**config.mk**
```make
export PLATFORM = sky130hd
export DESIGN_NAME = fetch_queue_flat
export DESIGN_NICKNAME = d
export VERILOG_FILES = /design/src/rtl/fetch_queue_pkg.sv /design/src/rtl/fetch_queue_if.sv /design/src/rtl/fq_mem.sv /design/src/rtl/fetch_queue.sv /design/src/flat_wrapper.sv
export SDC_FILE = /design/constraint.sdc
export NUM_CORES = 1
export LEC_CHECK = 0
export ABC_CLOCK_PERIOD_IN_PS = 2400
export CAP_MARGIN = 25
export CORE_MARGIN = 4
export CORE_UTILIZATION = 35
export DETAILED_ROUTE_END_ITERATION = 8
export DONT_BUFFER_PORTS = 1
export PLACE_DENSITY_LB_ADDON = 0.25
export SYNTH_ARGS = -nofsm -noshare
export SYNTH_HDL_FRONTEND = slang
export SYNTH_SLANG_ARGS = --single-unit
```
**constraint.sdc**
```tcl
create_clock -name clk -period 2.4 [get_ports clk]
set_clock_uncertainty 0.1 [all_clocks]
set_input_delay 0.12 -clock clk [delete_from_list [all_inputs] [get_ports clk]]
set_output_delay 0.12 -clock clk [all_outputs]
set_load 0.02 [all_outputs]
```
**src/rtl/fetch_queue_pkg.sv**
```systemverilog
// Shared widths, sizes and entry layout for the fetch queue.
package fetch_queue_pkg;

    // Instruction-memory address width and instruction width.
    localparam int PC_W    = 5;
    localparam int INST_W  = 16;

    // Queue capacity (power of two, at least 2) and derived widths.
    localparam int DEPTH   = 4;
    localparam int PTR_W   = $clog2(DEPTH);
    localparam int CNT_W   = $clog2(DEPTH) + 1;
    localparam int ENTRY_W = PC_W + INST_W;

    // Capacity expressed in the occupancy counter's own width.
    localparam logic [CNT_W-1:0] DEPTH_CNT = CNT_W'(DEPTH);

    // One buffered fetch: the PC it came from and the word read there.
    typedef struct packed {
        logic [PC_W-1:0]   pc;
        logic [INST_W-1:0] inst;
    } fq_entry_t;

    // Advance a ring pointer; wraps naturally because DEPTH is a power of two.
    function automatic logic [PTR_W-1:0] ptr_inc(input logic [PTR_W-1:0] p);
        return p + PTR_W'(1);
    endfunction

endpackage

```
**src/rtl/fetch_queue_if.sv**
```systemverilog
// Signal bundle between the fetch queue, instruction memory, commit and decode.
//
// Dequeue handshake: the queue raises deq_valid while it holds a head entry
// (and no redirect is in progress); deq_pc/deq_inst stay stable while
// deq_valid is high. The entry transfers on a rising edge where
// deq_valid && deq_ready are both high. deq_ready may depend on anything
// except deq_valid; deq_valid never depends on deq_ready.
interface fetch_queue_if;
    import fetch_queue_pkg::*;

    logic [PC_W-1:0]   imem_addr;
    logic [INST_W-1:0] imem_data;
    logic              redirect_valid;
    logic [PC_W-1:0]   redirect_pc;
    logic              deq_valid;
    logic              deq_ready;
    logic [PC_W-1:0]   deq_pc;
    logic [INST_W-1:0] deq_inst;
    logic [CNT_W-1:0]  count;
    logic [PC_W-1:0]   fetch_pc;

    // Queue side.
    modport master (
        output imem_addr,
        input  imem_data,
        input  redirect_valid,
        input  redirect_pc,
        output deq_valid,
        input  deq_ready,
        output deq_pc,
        output deq_inst,
        output count,
        output fetch_pc
    );

    // Environment side (memory, commit, decode).
    modport slave (
        input  imem_addr,
        output imem_data,
        output redirect_valid,
        output redirect_pc,
        input  deq_valid,
        output deq_ready,
        input  deq_pc,
        input  deq_inst,
        input  count,
        input  fetch_pc
    );

endinterface

```
**src/rtl/fq_mem.sv**
```systemverilog
// Entry storage for the fetch queue: one synchronous write port and one
// combinational read port. Contents are not reset; the owner gates reads.
module fq_mem #(
    parameter int DEPTH = 4,
    parameter int W     = 21,
    parameter int AW    = $clog2(DEPTH)
) (
    input  logic          clk,
    input  logic          wen,
    input  logic [AW-1:0] waddr,
    input  logic [W-1:0]  wdata,
    input  logic [AW-1:0] raddr,
    output logic [W-1:0]  rdata
);

    logic [W-1:0] mem_q [DEPTH];

    // Capture the incoming entry at the tail slot.
    always_ff @(posedge clk) begin
        if (wen) begin
            mem_q[waddr] <= wdata;
        end
    end

    assign rdata = mem_q[raddr];

endmodule

```
**src/rtl/fetch_queue.sv**
```systemverilog
// Decoupled fetch front end: owns the fetch PC, reads instruction memory
// every cycle it has room, and buffers {pc, inst} pairs in order for decode.
// A commit-time redirect flushes everything and restarts from redirect_pc.
module fetch_queue
    import fetch_queue_pkg::*;
(
    input  logic          clk,
    input  logic          rst,
    fetch_queue_if.master bus
);

    logic [PTR_W-1:0] head_q, head_d;
    logic [PTR_W-1:0] tail_q, tail_d;
    logic [CNT_W-1:0] count_q, count_d;
    logic [PC_W-1:0]  fetch_pc_q, fetch_pc_d;

    logic      full;
    logic      deq_valid;
    logic      deq_fire;
    logic      enq;
    fq_entry_t wr_entry;
    fq_entry_t head_entry;

    // Handshake qualifiers; a redirect cycle blocks both enqueue and dequeue.
    always_comb begin
        full      = (count_q == DEPTH_CNT);
        deq_valid = (count_q != '0) && !bus.redirect_valid;
        deq_fire  = deq_valid && bus.deq_ready;
        enq       = !bus.redirect_valid && (!full || deq_fire);
    end

    // Next-state for pointers, occupancy and fetch PC; redirect wins outright.
    always_comb begin
        head_d     = head_q;
        tail_d     = tail_q;
        count_d    = count_q;
        fetch_pc_d = fetch_pc_q;
        if (bus.redirect_valid) begin
            head_d     = '0;
            tail_d     = '0;
            count_d    = '0;
            fetch_pc_d = bus.redirect_pc;
        end else begin
            if (enq) begin
                tail_d     = ptr_inc(tail_q);
                fetch_pc_d = fetch_pc_q + PC_W'(1);
            end
            if (deq_fire) begin
                head_d = ptr_inc(head_q);
            end
            case ({enq, deq_fire})
                2'b10:   count_d = count_q + CNT_W'(1);
                2'b01:   count_d = count_q - CNT_W'(1);
                default: count_d = count_q;
            endcase
        end
    end

    // State registers; reset clears everything except the entry storage.
    always_ff @(posedge clk or posedge rst) begin
        if (rst) begin
            head_q     <= '0;
            tail_q     <= '0;
            count_q    <= '0;
            fetch_pc_q <= '0;
        end else begin
            head_q     <= head_d;
            tail_q     <= tail_d;
            count_q    <= count_d;
            fetch_pc_q <= fetch_pc_d;
        end
    end

    // The word fetched this cycle is paired with the PC that addressed it.
    always_comb begin
        wr_entry.pc   = fetch_pc_q;
        wr_entry.inst = bus.imem_data;
    end

    fq_mem #(
        .DEPTH (DEPTH),
        .W     (ENTRY_W)
    ) u_mem (
        .clk   (clk),
        .wen   (enq),
        .waddr (tail_q),
        .wdata (wr_entry),
        .raddr (head_q),
        .rdata (head_entry)
    );

    // Outputs: head data is gated so nothing stale leaks when empty or flushing.
    always_comb begin
        bus.imem_addr = fetch_pc_q;
        bus.fetch_pc  = fetch_pc_q;
        bus.count     = count_q;
        bus.deq_valid = deq_valid;
        bus.deq_pc    = deq_valid ? head_entry.pc   : '0;
        bus.deq_inst  = deq_valid ? head_entry.inst : '0;
    end

    // Occupancy never exceeds capacity.
    a_count_bound: assert property (@(posedge clk) disable iff (rst)
        count_q <= DEPTH_CNT);

    // An empty queue presents nothing.
    a_empty_quiet: assert property (@(posedge clk) disable iff (rst)
        (count_q == '0) |-> (!bus.deq_valid && bus.deq_pc == '0));

endmodule

```
**src/flat_wrapper.sv**
```systemverilog
// flat-port wrapper written by rule: the top's interface ports become plain ports
module fetch_queue_flat import fetch_queue_pkg::*;
  (clk, rst, bus_imem_addr, bus_imem_data, bus_redirect_valid, bus_redirect_pc, bus_deq_valid, bus_deq_ready, bus_deq_pc, bus_deq_inst, bus_count, bus_fetch_pc);
  fetch_queue_if bus_i ();
  input  logic clk;
  input  logic rst;
  output wire logic [$bits(bus_i.imem_addr)-1:0] bus_imem_addr;
  input wire logic [$bits(bus_i.imem_data)-1:0] bus_imem_data;
  input wire logic [$bits(bus_i.redirect_valid)-1:0] bus_redirect_valid;
  input wire logic [$bits(bus_i.redirect_pc)-1:0] bus_redirect_pc;
  output wire logic [$bits(bus_i.deq_valid)-1:0] bus_deq_valid;
  input wire logic [$bits(bus_i.deq_ready)-1:0] bus_deq_ready;
  output wire logic [$bits(bus_i.deq_pc)-1:0] bus_deq_pc;
  output wire logic [$bits(bus_i.deq_inst)-1:0] bus_deq_inst;
  output wire logic [$bits(bus_i.count)-1:0] bus_count;
  output wire logic [$bits(bus_i.fetch_pc)-1:0] bus_fetch_pc;
  assign bus_imem_addr = bus_i.imem_addr;
  assign bus_i.imem_data = bus_imem_data;
  assign bus_i.redirect_valid = bus_redirect_valid;
  assign bus_i.redirect_pc = bus_redirect_pc;
  assign bus_deq_valid = bus_i.deq_valid;
  assign bus_i.deq_ready = bus_deq_ready;
  assign bus_deq_pc = bus_i.deq_pc;
  assign bus_deq_inst = bus_i.deq_inst;
  assign bus_count = bus_i.count;
  assign bus_fetch_pc = bus_i.fetch_pc;
  fetch_queue u_core (.clk(clk), .rst(rst), .bus(bus_i));
endmodule
```
# [After elaboration in Yosys (flattened, before gate mapping)]
# Memory sizes are Yosys's and may differ from the RTL's.
# Index checks and enable logic that the tools add are counted.
[op_classes] n_addsub=5 multipliers=0 div=0 order_cmp=0 eq_ne=3 n_shift=0 mux=12 n_bitwise=0 reduce_logical=10
[ops] op="$mux W16" count=1
[ops] op="$mux W5" count=3
[ops] op="$mux W2" count=4
[ops] op="$pmux W3 S2" count=1
[ops] op="$reduce_bool A3 Y1" count=2
[ops] op="$add A5 B1 Y5 const B" count=1
[ops] op="$add A2 B1 Y2 const B" count=2
[ops] op="$reduce_bool A2 Y1" count=2
[ops] op="$add A3 B1 Y3 const B" count=1
[ops] op="$eq A3 B3 Y1 const B" count=1
[ops] op="$logic_and A1 B1 Y1" count=3
[ops] op="$mux W3" count=1
[ops] op="$sub A3 B1 Y3 const B" count=1
[ops] op="$eq A2 B1 Y1 const B" count=1
[ops] op="$eq A2 B2 Y1 const B" count=1
[ops] op="$logic_not A1 Y1" count=2
[ops] op="$mux W1" count=2
[ops] op="$logic_or A1 B1 Y1" count=1
[word_totals] regBits=12 latch_bits=0 ramBits=84 mem_bits_ro=0 inputBits=25 output_inout_bits=35 word_cells=35 n_memories=1
[mem_list] name="u_core.u_mem.mem_q" words=4 word_bits=21 rd=1 rd_clocked_by_memory_dff=0 write_ports=1 line_no="fq_mem.sv:16" source="logic [W-1:0] mem_q [DEPTH];"

# [Logic depth before layout (Yosys ltp)]
[depth] word_depth=8 mapped_depth=5 ltp_nobuf=4

# [Cells and area by module]
# A second synthesis with hierarchy kept.
[hier_totals] cells_unflattened=214 area_unflattened_um2=3936.3
[modules_own_cells] mod="fq_mem" n_inst=1 cells_each=113 area_per_inst_um2=3062.9 seq_area_each_um2=2522.4
[modules_own_cells] mod="fetch_queue" n_inst=1 cells_each=101 area_per_inst_um2=873.3 seq_area_each_um2=300.3

# [Worst setup path before layout]
# Ideal clock, no wire load.
[synth_path] kind="flip-flop to flip-flop" startpoint="register u_core.count_q[1], in the netlist u_core.bus.count[1]" endpoint="memory u_core.u_mem.mem_q[0][0], enable pin" setup_time_ns=0.379 t_arrival_ns=1.524 required_time_ns=1.921 setup_slack_ns=0.397 stages_incl_launch_ff=5 n_path_buf=1 period_less_slack_ns=2.003 cell_sequence="dfrtp_1 -> buf_2 -> nor4b_2 -> nor2_1 -> and2_1"
[synth_via] elab_chain_cells=7 word_cells_on_any_way=9 cone_classes="eq/ne (1); mux (2); reduce/logical (6)"
[synth_lines] item="from (decl)" line_no="fetch_queue.sv:14" source="logic [CNT_W-1:0] count_q, count_d;"
[synth_lines] item="from (signal assigned)" line_no="fetch_queue.sv:69" source="count_q <= count_d;"
[synth_lines] item="$reduce_bool A3 Y1" line_no="fetch_queue.sv:27" source="deq_valid = (count_q != '0) && !bus.redirect_valid;"
[synth_lines] item="$logic_and A1 B1 Y1" line_no="fetch_queue.sv:27"
[synth_lines] item="$logic_and A1 B1 Y1" line_no="fetch_queue.sv:28" source="deq_fire = deq_valid && bus.deq_ready;"
[synth_lines] item="$logic_or A1 B1 Y1 (*)" line_no="fetch_queue.sv:29" source="enq = !bus.redirect_valid && (!full || deq_fire);"
[synth_lines] item="$logic_and A1 B1 Y1 (*)" line_no="fetch_queue.sv:29"
[synth_lines] item="$mux W1 (*)" line_no="fq_mem.sv:20" source="if (wen) begin"
[synth_lines] item="$mux W1 (implied by the code) (*)" line_no="fq_mem.sv:21" source="mem_q[waddr] <= wdata;"
[synth_lines] item="to (decl)" line_no="fq_mem.sv:16"
# Every way passes the cells marked *; elsewhere a longest branch is shown, timed or not.

# [Worst setup path after layout]
[layout_path] startpoint="input bus_redirect_valid" endpoint="output bus_deq_pc[0]"
[layout_via] elab_chain_cells=3
[layout_lines] item="from (decl)" line_no="flat_wrapper.sv:9" source="input wire logic [$bits(bus_i.redirect_valid)-1:0] bus_redirect_valid;"
[layout_lines] item="$logic_not A1 Y1" line_no="fetch_queue.sv:27"
[layout_lines] item="$logic_and A1 B1 Y1" line_no="fetch_queue.sv:27"
[layout_lines] item="$mux W5" line_no="fetch_queue.sv:98" source="bus.deq_pc = deq_valid ? head_entry.pc : '0;"
[layout_lines] item="to (decl)" line_no="flat_wrapper.sv:13" source="output wire logic [$bits(bus_i.deq_pc)-1:0] bus_deq_pc;"
# No other way between the ends.

==> impl_metrics.yaml <==
synth:
  syn_area_per_cell_um2: 17.94
  ys_types: 44
  yosys-top-cells-area: "edfxtp_1 (61%), mux4_2 (9.8%), dfrtp_1 (7.3%)"
  syn_nets: 261
  ys_top_cells_by_count: "edfxtp_1 (84), nor2b_1 (19), mux4_2 (18)"
  synth.largest_area_cell: "edfxtp_1"
  ys.flop_type: "edfxtp_1"
  seq_area_frac_synth: 0.6843
  syn_area_um2: 4125
  yosysWarnings: 0
  ys_seq_elements: 96
  async_flop_share: 0.1250
  synth.most_common_cell: "edfxtp_1"
  synth_edf_count: 84
  postSynthCellCount: 230
  synth_top_area_share: 0.6115
global_routing:
  grt_pass1_wl_um: 12030
  grt_max_degree: 22
  overflow: 0
  grt_pass1_vias: 2166
  grt_usage: 0.1197
  grt_antenna_before_repair: 0
die:
  io_pins: 60
  rows: 39
  placeableCoreArea_um2: 11470
  dieArea_um2: 13590
  start_util: 0.3597
  die-height_um: 116.6
  die_width_um: 116.6
critical_path:
  path_cells: "dlygate4sd3_1 -> inv_2 -> o31ai_4 -> buf_4 -> nor2b_1"
  cp.buffers_inverters: 3
  r2r_slack_ps: 550
  r2r_cells: 5
  r2r_start: "u_core.bus.count[1]"
  reg2reg_to: "u_core.bus.count[0]"
  worstPathArrival_ps: 2020
  cp_slowest_stage_delay_ps: 940
  startpoint_type: "primary input"
  crit_type: "in -> out"
  cp_max_fo: 17
  startpoint: "bus_redirect_valid"
  end_kind: "primary output"
  required_ps: 2180
  cp_num_cells: 5
  slowest_stage: "dlygate4sd3_1"
  path_delay_family: "buffers and inverters"
placement:
  gp_congestion: 0.7026
  dp_hpwl_um: 4822
  portBuffers: 0
  placed_area_um2: 4292
detailed_routing:
  wl_um: 7794
  wl_per_cell_um: 18.96
  dr_total_vias: 2069
  drt_first_pass_iters: 4
  drt_iter0_markers: 105
  ant_nets: 0
  routed_via_density: 5.034
  drc: 0
clock_network:
  cts_buffers: 9
  cts_hold_buf: 25
  clockRootBuffer: "clkbuf_16"
  cts_resized: 0
  post_cts_buffers: 0
  clkTransAtPathRegs_ps: 60
  htree_levels: 3
  cts_tree: "built"
  clockBufferDepth: 2
  cts.sinks: 96
  insertion_delay_ps: 330
layout:
  fill_cells: 1045
  design_area_um2: 4812
  area_delta_synth_final_pct: 16.65
  antenna_cells: 0
  drive_above_1_share: 0.2201
  postLayoutCoreUtil: 0.4196
  layout.nets: 295
worst_hold_path:
  holdCritStartpoint: "bus_redirect_valid"
  hold_depth: 3
  hold_path.class: "in -> reg"
  worstHoldEndpoint: "u_core.tail_q[1]"
timing:
  max_slew_margin: 0.5514
  finalSetupViolCount: 0
  max_clock_freq_ghz: 0.4473
  tightest_slew_ps: 672.9
  finalMaxSlewViolations: 0
  hold_viol: 0
  fin_crit_ps: 2235
  rsz0062_at_grt: "false"
  fin_tns_setup_ps: 0
  post-route-period-util: 0.9314
power:
  peakVddDrop_mv: 0.4764
  p_leak_nw: 1.615
  p_total_mw: 4.766
  p_per_area_nw_per_um2: 990.5
run_status:
  status: "complete, no violations"
flow_run:
  drv_cap: 0
-- sequential cells by signal (all words and copies together) (netlist names) --
name	count
u_core.u_mem.mem_q	84
u_core.bus.fetch_pc	5
u_core.tail_q	2
u_core.head_q	2
u_core.bus.count	3
-- worst min-delay path, stage by stage --
cell	delay, ps
nand2b_1	170
nand3_1	100
a21oi_1	50
-- power by group --
part,internal [mW],leakage [nW],switching (mW),total (mW)
combinational,0.551,0.569,0.746,1.30
clock,0.700,0.124,0.602,1.30
sequential,2.06,0.923,0.110,2.17
-- worst max path at each step --
stage                                     to  slack, ps
floorplan           u_core.u_mem.mem_q[0][0]        400
global placement             bus_deq_inst[4]        660
detailed placement           bus_deq_inst[4]        620
CTS                          bus_deq_inst[4]        110
global route                   bus_deq_pc[0]         20
finish                         bus_deq_pc[0]        160
-- per-layer routing --
metal	track usage	vias to the layer above	share of wire
met3	0.04093	8	0.064
met1	0.1500	1054	0.43
met2	0.1995	52	0.50
li1	-	955	-
met4	0.03211	0	0.0094
met5	0	-	0
-- through the flow --
stage	cells	setup WS, ps	hold WS, ps
2_1_floorplan	230	397.1	-115.3
3_3_place_gp	371	662.7	-33.78
3_5_place_dp	371	621.5	-26.97
4_1_cts	411	109.2	44.85
5_1_grt	411	22.50	69.95
6_report	411	164.6	51.19
-- layout by cell type (no fill, tap or decap), types with 2 or more instances in the layout --
cell type      count
nor2b_4            4
clkinvlp_4         3
nor2_1             7
ha_1               5
nand4_1            3
a21oi_1            4
o31ai_1            2
and2_1             6
dlygate4sd3_1     25
nor2b_1           19
buf_4             16
a31oi_1            3
xor2_1             2
clkbuf_16          9
mux4_2            18
inv_1              5
edfxtp_1          84
o21ai_0            3
nand2_1            3
nand2b_1           2
dfrtp_1           12
mux4_1             3
nand3_1            7
-- cell families (layout without fill, tap and decap cells) --
group                      count (synthesis)  after routing  synth area share
AOI/OAI and AO/OA                         20             20           0.03488
xor gates and xnor gates                   3              3          0.006371
adders and majority gates                  6              6           0.02002
buffers and inverters                     24             62           0.03973
DFF                                       96             96            0.6843
muxes                                     22             22            0.1201
other                                      1              1         0.0009090
and+or+nand+nor                           58             58           0.09372
-- area by class of cell --
cell class	instances	area [um2]	area share
flip-flops and latches	96	2823	0.5866
inverters	6	22.52	0.004680
repair buffers	41	370.4	0.07696
clock inverters	6	45.04	0.009360
clock buffers	9	225.2	0.04680
multi-input cells	110	1147	0.2384
well taps	143	178.9	0.03718
(Power assumes the default switching activity.)
